### config.mk
export PLATFORM = sky130hd
export DESIGN_NAME = ap_mult_err_sweep
export DESIGN_NICKNAME = d
export VERILOG_FILES = /design/src/rtl/ap_mult_err_sweep_pkg.sv /design/src/rtl/ap_mult_err_sweep_delay.sv /design/src/rtl/ap_mult_err_sweep.sv
export SDC_FILE = /design/constraint.sdc
export NUM_CORES = 1
export LEC_CHECK = 0
export BUFFER_PORTS_ARGS = -buffer_cell sky130_fd_sc_hd__buf_2
export CORE_ASPECT_RATIO = 0.6
export CORE_MARGIN = 10
export CORE_UTILIZATION = 58
export CTS_CLUSTER_DIAMETER = 80
export CTS_CLUSTER_SIZE = 25
export DETAILED_ROUTE_END_ITERATION = 10
export PLACE_DENSITY = 0.81
export REMOVE_ABC_BUFFERS = 1
export SYNTH_ARGS = -nofsm -noshare
export SYNTH_HDL_FRONTEND = slang
export SYNTH_SLANG_ARGS = --single-unit
### constraint.sdc
create_clock -name clk -period 8.5 [get_ports clk]
set_clock_uncertainty 0.2 [all_clocks]
set_input_delay 0 -clock clk [delete_from_list [all_inputs] [get_ports clk]]
set_output_delay 0 -clock clk [all_outputs]
set_load 0.1 [all_outputs]
### src/rtl/ap_mult_err_sweep_pkg.sv
// Shared types and width helpers for the approximate-multiplier error sweep.
// Widths are functions of the operand width so every WIDTH stays consistent.
package ap_sweep_pkg;

  typedef enum logic [2:0] {IDLE, SWEEP, DRAIN, FLUSH, DONE} sweep_state_t;

  localparam int MAX_DUT_LAT = 7;
  localparam int DEF_WIDTH   = 4;

  function automatic int prod_w(input int w);
    return 2 * w;
  endfunction

  function automatic int cnt_w(input int w);
    return 2 * w + 1;
  endfunction

  function automatic int sum_w(input int w);
    return 4 * w;
  endfunction

  function automatic int sq_w(input int w);
    return 6 * w;
  endfunction

  localparam int PROD_W = prod_w(DEF_WIDTH);
  localparam int CNT_W  = cnt_w(DEF_WIDTH);
  localparam int SUM_W  = sum_w(DEF_WIDTH);
  localparam int SQ_W   = sq_w(DEF_WIDTH);

endpackage

### src/rtl/ap_mult_err_sweep_delay.sv
// Valid+data delay line of DEPTH registers; a plain wire when DEPTH is 0.
// Keeps the exact product aligned with the multiplier's returned product.
module ap_sweep_delay #(
  parameter int DEPTH = 0,
  parameter int DW    = 8
) (
  input  logic          clk,
  input  logic          rst_n,
  input  logic          flush,
  input  logic          in_valid,
  input  logic [DW-1:0] in_data,
  output logic          out_valid,
  output logic [DW-1:0] out_data
);

  generate
    if (DEPTH == 0) begin : g_pass
      logic unused_ctrl;
      assign unused_ctrl = ^{clk, rst_n, flush};
      assign out_valid   = in_valid;
      assign out_data    = in_data;
    end else begin : g_pipe
      logic [DEPTH-1:0] v_q;
      logic [DW-1:0]    d_q [DEPTH];

      // flush drops every in-flight valid so an aborted sweep accumulates nothing more
      always_ff @(posedge clk or negedge rst_n) begin
        if (!rst_n) begin
          v_q <= '0;
          for (int i = 0; i < DEPTH; i++) d_q[i] <= '0;
        end else begin
          v_q[0] <= in_valid & ~flush;
          d_q[0] <= in_data;
          for (int i = 1; i < DEPTH; i++) begin
            v_q[i] <= v_q[i-1] & ~flush;
            d_q[i] <= d_q[i-1];
          end
        end
      end

      assign out_valid = v_q[DEPTH-1];
      assign out_data  = d_q[DEPTH-1];
    end
  endgenerate

endmodule

### src/rtl/ap_mult_err_sweep.sv
// Exhaustive operand sweep with error metrics for one approximate multiplier.
// Define AP_SWEEP_SQERR_EN to add the sum-of-squared-error output.
module ap_mult_err_sweep
  import ap_sweep_pkg::*;
#(
  parameter int WIDTH   = 4,
  parameter int DUT_LAT = 0
) (
  input  logic                 clk,
  input  logic                 rst_n,
  input  logic                 start,
  input  logic                 abort,
  output logic                 busy,
  output logic                 done,
  output logic [WIDTH-1:0]     mult_a,
  output logic [WIDTH-1:0]     mult_b,
  input  logic [2*WIDTH-1:0]   ap_prod,
  output logic [2*WIDTH:0]     err_cnt,
  output logic [4*WIDTH-1:0]   sum_abs_err,
`ifdef AP_SWEEP_SQERR_EN
  output logic [6*WIDTH-1:0]   sum_sq_err,
`endif
  output logic [2*WIDTH-1:0]   max_abs_err
);

  localparam int PW = prod_w(WIDTH);
  localparam int CW = cnt_w(WIDTH);
  localparam int SW = sum_w(WIDTH);
  localparam logic [2:0] DRAIN_LAST = 3'((DUT_LAT > 0) ? DUT_LAT - 1 : 0);

  sweep_state_t state_q, state_d;
  logic [PW-1:0] idx_q;
  logic [2:0]    drain_q;
  logic          sweep_entry, stop_now, acc_en;
  logic          d_valid;
  logic [PW-1:0] exact, exact_d, diff;

  assign busy     = (state_q == SWEEP) || (state_q == DRAIN);
  assign done     = (state_q == DONE);
  assign mult_a   = idx_q[PW-1:WIDTH];
  assign mult_b   = idx_q[WIDTH-1:0];
  assign stop_now = busy & abort;

  always_comb begin
    state_d = state_q;
    case (state_q)
      IDLE:    if (start) state_d = SWEEP;
      SWEEP:   if (abort) state_d = IDLE;
               else if (idx_q == '1) state_d = (DUT_LAT > 0) ? DRAIN : FLUSH;
      DRAIN:   if (abort) state_d = IDLE;
               else if (drain_q == DRAIN_LAST) state_d = FLUSH;
      FLUSH:   state_d = DONE;
      DONE:    if (start) state_d = SWEEP;
      default: state_d = IDLE;
    endcase
  end

  assign sweep_entry = (state_d == SWEEP) && (state_q != SWEEP);

  // idx holds at the last pair through DRAIN so the multiplier inputs stay stable
  always_ff @(posedge clk or negedge rst_n) begin
    if (!rst_n) begin
      state_q <= IDLE;
      idx_q   <= '0;
      drain_q <= '0;
    end else begin
      state_q <= state_d;
      drain_q <= (state_q == DRAIN) ? drain_q + 3'd1 : 3'd0;
      if (sweep_entry) idx_q <= '0;
      else if (state_q == SWEEP && idx_q != '1) idx_q <= idx_q + 1'b1;
    end
  end

  assign exact = PW'(mult_a) * PW'(mult_b);

  ap_sweep_delay #(.DEPTH(DUT_LAT), .DW(PW)) u_delay (
    .clk       (clk),
    .rst_n     (rst_n),
    .flush     (stop_now),
    .in_valid  (state_q == SWEEP),
    .in_data   (exact),
    .out_valid (d_valid),
    .out_data  (exact_d)
  );

  assign diff   = (exact_d >= ap_prod) ? exact_d - ap_prod : ap_prod - exact_d;
  assign acc_en = d_valid & ~stop_now;

`ifdef AP_SWEEP_SQERR_EN
  localparam int QW = sq_w(WIDTH);
  logic [2*PW-1:0] diff_sq;
  assign diff_sq = (2*PW)'(diff) * (2*PW)'(diff);
`endif

  // Metrics clear on every sweep entry and otherwise only move on aligned valid pairs
  always_ff @(posedge clk or negedge rst_n) begin
    if (!rst_n) begin
      err_cnt     <= '0;
      sum_abs_err <= '0;
      max_abs_err <= '0;
`ifdef AP_SWEEP_SQERR_EN
      sum_sq_err  <= '0;
`endif
    end else if (sweep_entry) begin
      err_cnt     <= '0;
      sum_abs_err <= '0;
      max_abs_err <= '0;
`ifdef AP_SWEEP_SQERR_EN
      sum_sq_err  <= '0;
`endif
    end else if (acc_en) begin
      err_cnt     <= err_cnt + CW'(diff != '0);
      sum_abs_err <= sum_abs_err + SW'(diff);
      if (diff > max_abs_err) max_abs_err <= diff;
`ifdef AP_SWEEP_SQERR_EN
      sum_sq_err  <= sum_sq_err + QW'(diff_sq);
`endif
    end
  end

endmodule

==> results.py, run 1 <==
metrics = {
    "timing": {
        "fmax_mhz": 146.7,
        "finalCritPeriodShare_pct": 80.22,
        "hold_violations": 0,
        "rsz0062_at_grt": "no",
        "final-setup-viol-count": 0,
        "tns_ps": 0,
        "slew_headroom_pct": 31.59,
        "min_period_ps": 6819,
        "slew_viol_final": 0,
        "worst_slew_pin_slew_ps": 1026,
    },
    "global_route": {
        "grt_overflow": 0,
        "grt_pass1_vias": 2886,
        "track_usage_pct": 16.93,
        "grt_max_degree": 48,
        "grt_antenna_before_repair": 0,
        "grt_first_pass_wirelength_mm": 14.05,
    },
    "die": {
        "die_h_um": 82.46,
        "start_util_pct": 60.62,
        "die_w_um": 124.1,
        "core-area_um2": 6221,
        "rows": 22,
        "dieArea_um2": 10230,
        "ioPinCount": 55,
    },
    "worst_setup_path": {
        "worstRegToRegCells": 23,
        "cp.required_ps": 8530,
        "crit_type": "flop to flop",
        "arrival_ps": 6850,
        "end_kind": "flop",
        "start_kind": "flop",
        "crit_fanout": 10,
    },
    "clocking": {
        "cts_num_sinks": 47,
        "cts_setup_buffers": 0,
        "clockRootBuffer": "clkbuf_8",
        "cts_tree": "built",
        "clkTransAtPathRegs_ps": 90,
        "htree_levels": 2,
        "clock_path_buffers": 2,
        "cts-buffers-inserted": 5,
        "clk-insertion-delay-late_ps": 300,
    },
    "synth": {
        "synthFlopType": "dfrtp_1",
        "synthArstFlopShare_pct": 100.0,
        "synth_seq_cells": 47,
        "syn_area_per_cell_um2": 9.288,
        "syn_inst": 406,
        "ys_warn_count": 0,
        "synth_top_area_share_pct": 31.19,
        "synth_cell_types": 47,
        "ys_seq_area_share_pct": 31.19,
        "synth_edf_count": 0,
        "synth_area_leader_cell": "dfrtp_1",
        "netlist_area_um2": 3771,
        "synth_area_leaders": "dfrtp_1, ha_1, xnor2_1",
    },
    "finish": {
        "final_area_um2": 4223,
        "antenna_cells": 0,
        "area_growth_pct": 11.98,
        "nNetsFinal": 530,
        "final_cell_mix": "buf_2, ha_1, dfrtp_1, inv_1, nand2_1",
        "final_common_cell": "buf_2",
        "final_util_pct": 67.88,
        "drive_gt1_share_pct": 14.94,
    },
    "route": {
        "vias": 3002,
        "first_iter_violations": 268,
        "wl_per_cell_um": 15.81,
        "routed_wl_mm": 8.632,
        "viasPerCell": 5.498,
        "remaining_drc_errors": 0,
        "ant_nets": 0,
        "first_pass_iters": 4,
    },
    "run": {
        "cap_viol_max_count": 0,
    },
    "place": {
        "place.gp.congestion": 0.9527,
        "dpl-instance-area_um2": 4086,
        "numPortBuffers": 54,
        "hpwlAfterDp_mm": 6.766,
    },
    "worst_hold_path": {
        "holdPathStages": 5,
        "worst_hold_path_type": "input pin to flop",
    },
    "power": {
        "p_leak_uw": 0.002230,
        "p_per_area_nw_per_um2": 265.8,
        "ir_drop_mv": 0.3109,
    },
    "outcome": {
        "status": "completed",
    },
}
## through the flow
| stage | worst slack, ps | total power, uW | std cells | hold slack (ps) |
|---|---|---|---|---|
| CTS | 1805 | 1122 | 546 | 108.1 |
| floorplan | 1770 | 845.7 | 395 | -495.6 |
| global route | 1329 | 1177 | 546 | 156.0 |
| global placement | 2111 | 962.8 | 534 | 32.31 |
| finish | 1681 | 1122 | 546 | 101.3 |
| detailed placement | 1869 | 971.0 | 534 | 43.86 |
## path summary, 6_finish.rpt
| path | startpoint | end | slack, ps |
|---|---|---|---|
| max in group asynchronous | rst_n | err_cnt[6] | 7250 |
| max | idx_q[3] | sum_abs_err[13] | 1680 |
| min in group asynchronous | rst_n | sum_abs_err[8] | 210 |
| min reg2reg | drain_q[0] | drain_q[0] | 270 |
| max reg2reg | idx_q[3] | sum_abs_err[13] | 1680 |
| min | ap_prod[7] | max_abs_err[7] | 100 |
## worst max-delay path, cell delays in order, from the launching register on
cell       delay (ps)
dfrtp_1           530
nand2_1           160
fa_1              560
inv_1              50
fa_1              570
inv_1              70
fa_1              460
inv_1              80
a21oi_1            60
o21bai_1          170
xor2_1            110
ha_1              400
nand4_1           140
a31oi_1           230
a211o_1           440
mux2i_1           470
ha_1              330
a21o_1            160
a21o_1            220
a2111oi_0         650
or4_1             260
nand2_1           120
nand2_1           110
mux2i_1           180
## cells by family (layout without fill, tap and decap cells)
| group | after synthesis | count (layout) | share of synthesized area [%] |
|---|---|---|---|
| and+or+nand+nor | 130 | 130 | 16.92 |
| AOI/OAI and AO/OA | 62 | 62 | 11.75 |
| buffers and inverters | 55 | 111 | 6.171 |
| DFF | 47 | 47 | 31.19 |
| adders and majority gates | 57 | 57 | 20.31 |
| muxes | 19 | 19 | 5.308 |
| xor gates and xnor gates | 36 | 36 | 8.361 |
## metal layers
metal  vias up  global-route usage, %  wire length, um  part of all wire (%)
met4         0                  2.975               38                  0.44
met1      1419                  24.72             4272                    49
met3         6                  4.878              633                   7.3
met5         -                      0                0                     0
met2        91                  24.42             3687                    43
li1       1486                      -                -                     -
## where the power goes
| part | internal (uW) | switching [uW] |
|---|---|---|
| clock | 66.6 | 79.4 |
| sequential | 267 | 53.6 |
| combinational | 153 | 502 |
## synth_stat cells (4+ instances only)
cell	instances
o21ai_1	4
clkbuf_1	7
a22o_1	9
a21oi_1	16
fa_1	7
nor2b_1	4
nor3_1	6
nand3_1	13
and2_1	13
mux2_1	4
xnor2_1	19
a21o_1	6
nand4_1	8
nand3b_1	4
nor2_1	33
o21ai_0	5
xor2_1	17
inv_1	44
mux2i_1	14
ha_1	50
a211oi_1	5
dfrtp_1	47
nand2_1	34
## final cells by class
cell class / instances / area (um^2)
Clock buffer: 6 / 82.58
Fill cell: 515 / 1998
Tap cell: 84 / 105.1
Sequential cell: 47 / 1176
Timing Repair Buffer: 59 / 317.8
Clock inverter: 2 / 13.76
Multi-Input combinational cell: 304 / 2362
Inverter: 44 / 165.2
## sequential cells by signal, summed over array words and instances, names as in the netlist
signal and count:
drain_q 3, err_cnt 9, idx_q 8, max_abs_err 8, state_q 3, sum_abs_err 16
## repair_timing
item / in CTS / in global routing
resized for setup: 0 / 0
hold endpoints to repair: 51 / 0
hold buffers: 4 / 0
endpoints found under the setup margin: 0 / 0
Note: power is estimated with default switching activity, not from simulation.
==> run 2, diff against run 1 <==
Settings changed: CORE_UTILIZATION 58 to 53, PLACE_DENSITY 0.81 to 0.78.
Clock period 8.5 ns to 6.01 ns, I/O delays scaled along.
==> run 2 against run 1 <==
Effect of this change: the flow now finishes with violations (negative setup slack); via count increased by 12%; largest cell class unchanged; sequential cell count unchanged; total power is 66% higher; sequential power up 40%; hold slack got worse by 66 ps; critical path depth grew 1; worst setup slack lost 1700 ps; count of clock-buffer cells in the layout increased by 1; non-clock buffer count increased by 36; clock power grew 100%.
==> results.py, run 2 (synthesis results as in run 1) <==
metrics = {
    "clocking": {
        "clkTransAtPathRegs_ps": 70,
        "cts_num_sinks": 47,
        "clock_path_buffers": 2,
        "clockRootBuffer": "clkbuf_16",
        "clk-insertion-delay-late_ps": 300,
        "cts-buffers-inserted": 5,
        "cts_tree": "built",
        "htree_levels": 2,
    },
    "finish": {
        "nFillCells": 452,
        "largestRegisters": "sum_abs_err (16), err_cnt (9)",
        "antenna_cells": 0,
        "final_common_cell": "buf_2",
        "drive_gt1_share_pct": 30.12,
        "largest-register": "sum_abs_err",
        "nNetsFinal": 566,
        "final_cell_mix": "buf_2, dfrtp_1, ha_1, inv_1, buf_4",
        "largest_register_ffs": 16,
        "final_util_pct": 71.32,
        "area_growth_pct": 28.43,
    },
    "worst_setup_path": {
        "crit_type": "flop to flop",
        "critPathSlowestCell": "or4_4",
        "end_kind": "flop",
        "worstPathCellList": "nand2_2, fa_1, inv_1, fa_1, ha_1, a21o_1, a21oi_2, o21bai_1, a21oi_1, xnor2_1, ha_1, buf_4, a211o_4, buf_12, mux2_4, o211ai_2, xnor2_2, buf_4, ha_4, o21ai_1, or4_4, a21oi_2, xnor2_1, nor2_1",
        "cp_slowest_stage_delay_ps": 590,
        "arrival_ps": 5990,
        "start_kind": "flop",
        "cp.required_ps": 5950,
        "crit_fanout": 6,
    },
    "route": {
        "wl_per_cell_um": 18.42,
        "vias": 3363,
        "remaining_drc_errors": 0,
        "first_pass_iters": 5,
        "first_iter_violations": 248,
        "routed_wl_mm": 10.78,
        "ant_nets": 0,
        "viasPerCell": 5.749,
    },
    "timing": {
        "rsz0062_at_grt": "yes",
        "slew_headroom_pct": 24.31,
        "worst_slew_pin_slew_ps": 1135,
        "finalCritPeriodShare_pct": 100.7,
        "slew_viol_final": 0,
        "tns_ps": -42.59,
        "setup_ws_ps": -42.59,
        "hold_violations": 0,
        "fmax_mhz": 165.2,
        "final-setup-viol-count": 1,
        "min_period_ps": 6053,
        "holdWs_ps": 35.16,
    },
    "global_route": {
        "grt_antenna_before_repair": 0,
        "track_usage_pct": 18.95,
        "grt_pass1_vias": 3355,
        "grt_max_degree": 48,
        "grt_first_pass_wirelength_mm": 16.84,
        "grt_overflow": 0,
    },
    "die": {
        "dieArea_um2": 11000,
        "ioPinCount": 55,
        "die_w_um": 128.9,
        "rows": 23,
        "start_util_pct": 55.53,
        "core-area_um2": 6792,
        "die_h_um": 85.34,
    },
    "place": {
        "place.gp.congestion": 0.9158,
        "numPortBuffers": 54,
        "hpwlAfterDp_mm": 7.363,
    },
    "power": {
        "p_leak_uw": 0.002464,
        "p_total_uw": 1862,
        "p_per_area_nw_per_um2": 384.5,
        "ir_drop_mv": 0.2576,
    },
    "outcome": {
        "status": "finished with violations",
        "violations": "negative setup slack",
    },
    "worst_hold_path": {
        "worst_hold_path_type": "input pin to flop",
    },
    "run": {
        "cap_viol_max_count": 0,
    },
}
## run 2: changes by cell type in the layout (fill, tap and decap cells not counted), sizes merged
cell	before	now
inv	45	44
buf	55	92
clkinvlp	0	1
clkbuf	6	7
clkinv	1	0
dlygate4sd3	4	3
## run 2: metrics by stage
step / setup slack (ps) / cells / instance area [um^2]
6_report: -42.59 / 585 / 4843
4_1_cts: 23.51 / 581 / 4651
2_1_floorplan: -719.7 / 395 / 3704
3_5_place_dp: -218.5 / 562 / 4290
3_3_place_gp: 34.10 / 562 / 4290
5_1_grt: -250.9 / 585 / 4843
## run 2: critical path: cells and delay by family, from the launching register on
kind,cells,cell delay [ps]
AOI/OAI and AO/OA,8,1380
buffers and inverters,4,520
DFF,1,380
muxes,1,290
adders and majority gates,5,1920
xor gates and xnor gates,3,470
and+or+nand+nor,3,750
## run 2: final cells by class
| class | instances | area, um^2 | area share, % |
|---|---|---|---|
| Multi-Input combinational cell | 304 | 2631 | 54.33 |
| Clock inverter | 1 | 7.507 | 0.1550 |
| Timing Repair Buffer | 95 | 601.8 | 12.43 |
| Tap cell | 87 | 108.9 | 2.247 |
| Clock buffer | 7 | 152.6 | 3.152 |
| Inverter | 44 | 165.2 | 3.410 |
| Sequential cell | 47 | 1176 | 24.28 |
## run 2: worst paths after layout
path,startpoint,endpoint,slack (ps),depth (start not counted)
worst max register to register,idx_q[2],sum_abs_err[11],-40,24
worst min-delay path,ap_prod[0],max_abs_err[0],40,4
max in group asynchronous,rst_n,idx_q[6],4740,2
min in group asynchronous,rst_n,sum_abs_err[15],230,2
worst min register to register,drain_q[0],drain_q[0],300,1
worst max-delay path,idx_q[2],sum_abs_err[11],-40,24
## run 2: timing repair
| action | 4_1_cts | 5_1_grt |
|---|---|---|
| hold buffers | 3 | 0 |
| resized for setup | 27 | 28 |
| buffers inserted | 8 | 4 |
| pin swaps | 10 | 28 |
| endpoints found under the setup margin | 25 | 25 |
| endpoints found under the hold margin | 50 | 0 |
## run 2: where the power goes
| part | internal [uW] | switching, uW |
|---|---|---|
| registers | 378 | 70.3 |
| logic | 307 | 808 |
| clock network | 177 | 122 |
| total | 862 | 1000 |
## run 2: metal layers
metal	vias up	GRT usage [%]	part of all wire (%)
met3	26	4.969	7.7
met2	135	30.69	47
met4	0	5.858	1.9
met1	1638	24.19	44
li1	1564	-	-
met5	-	0	0
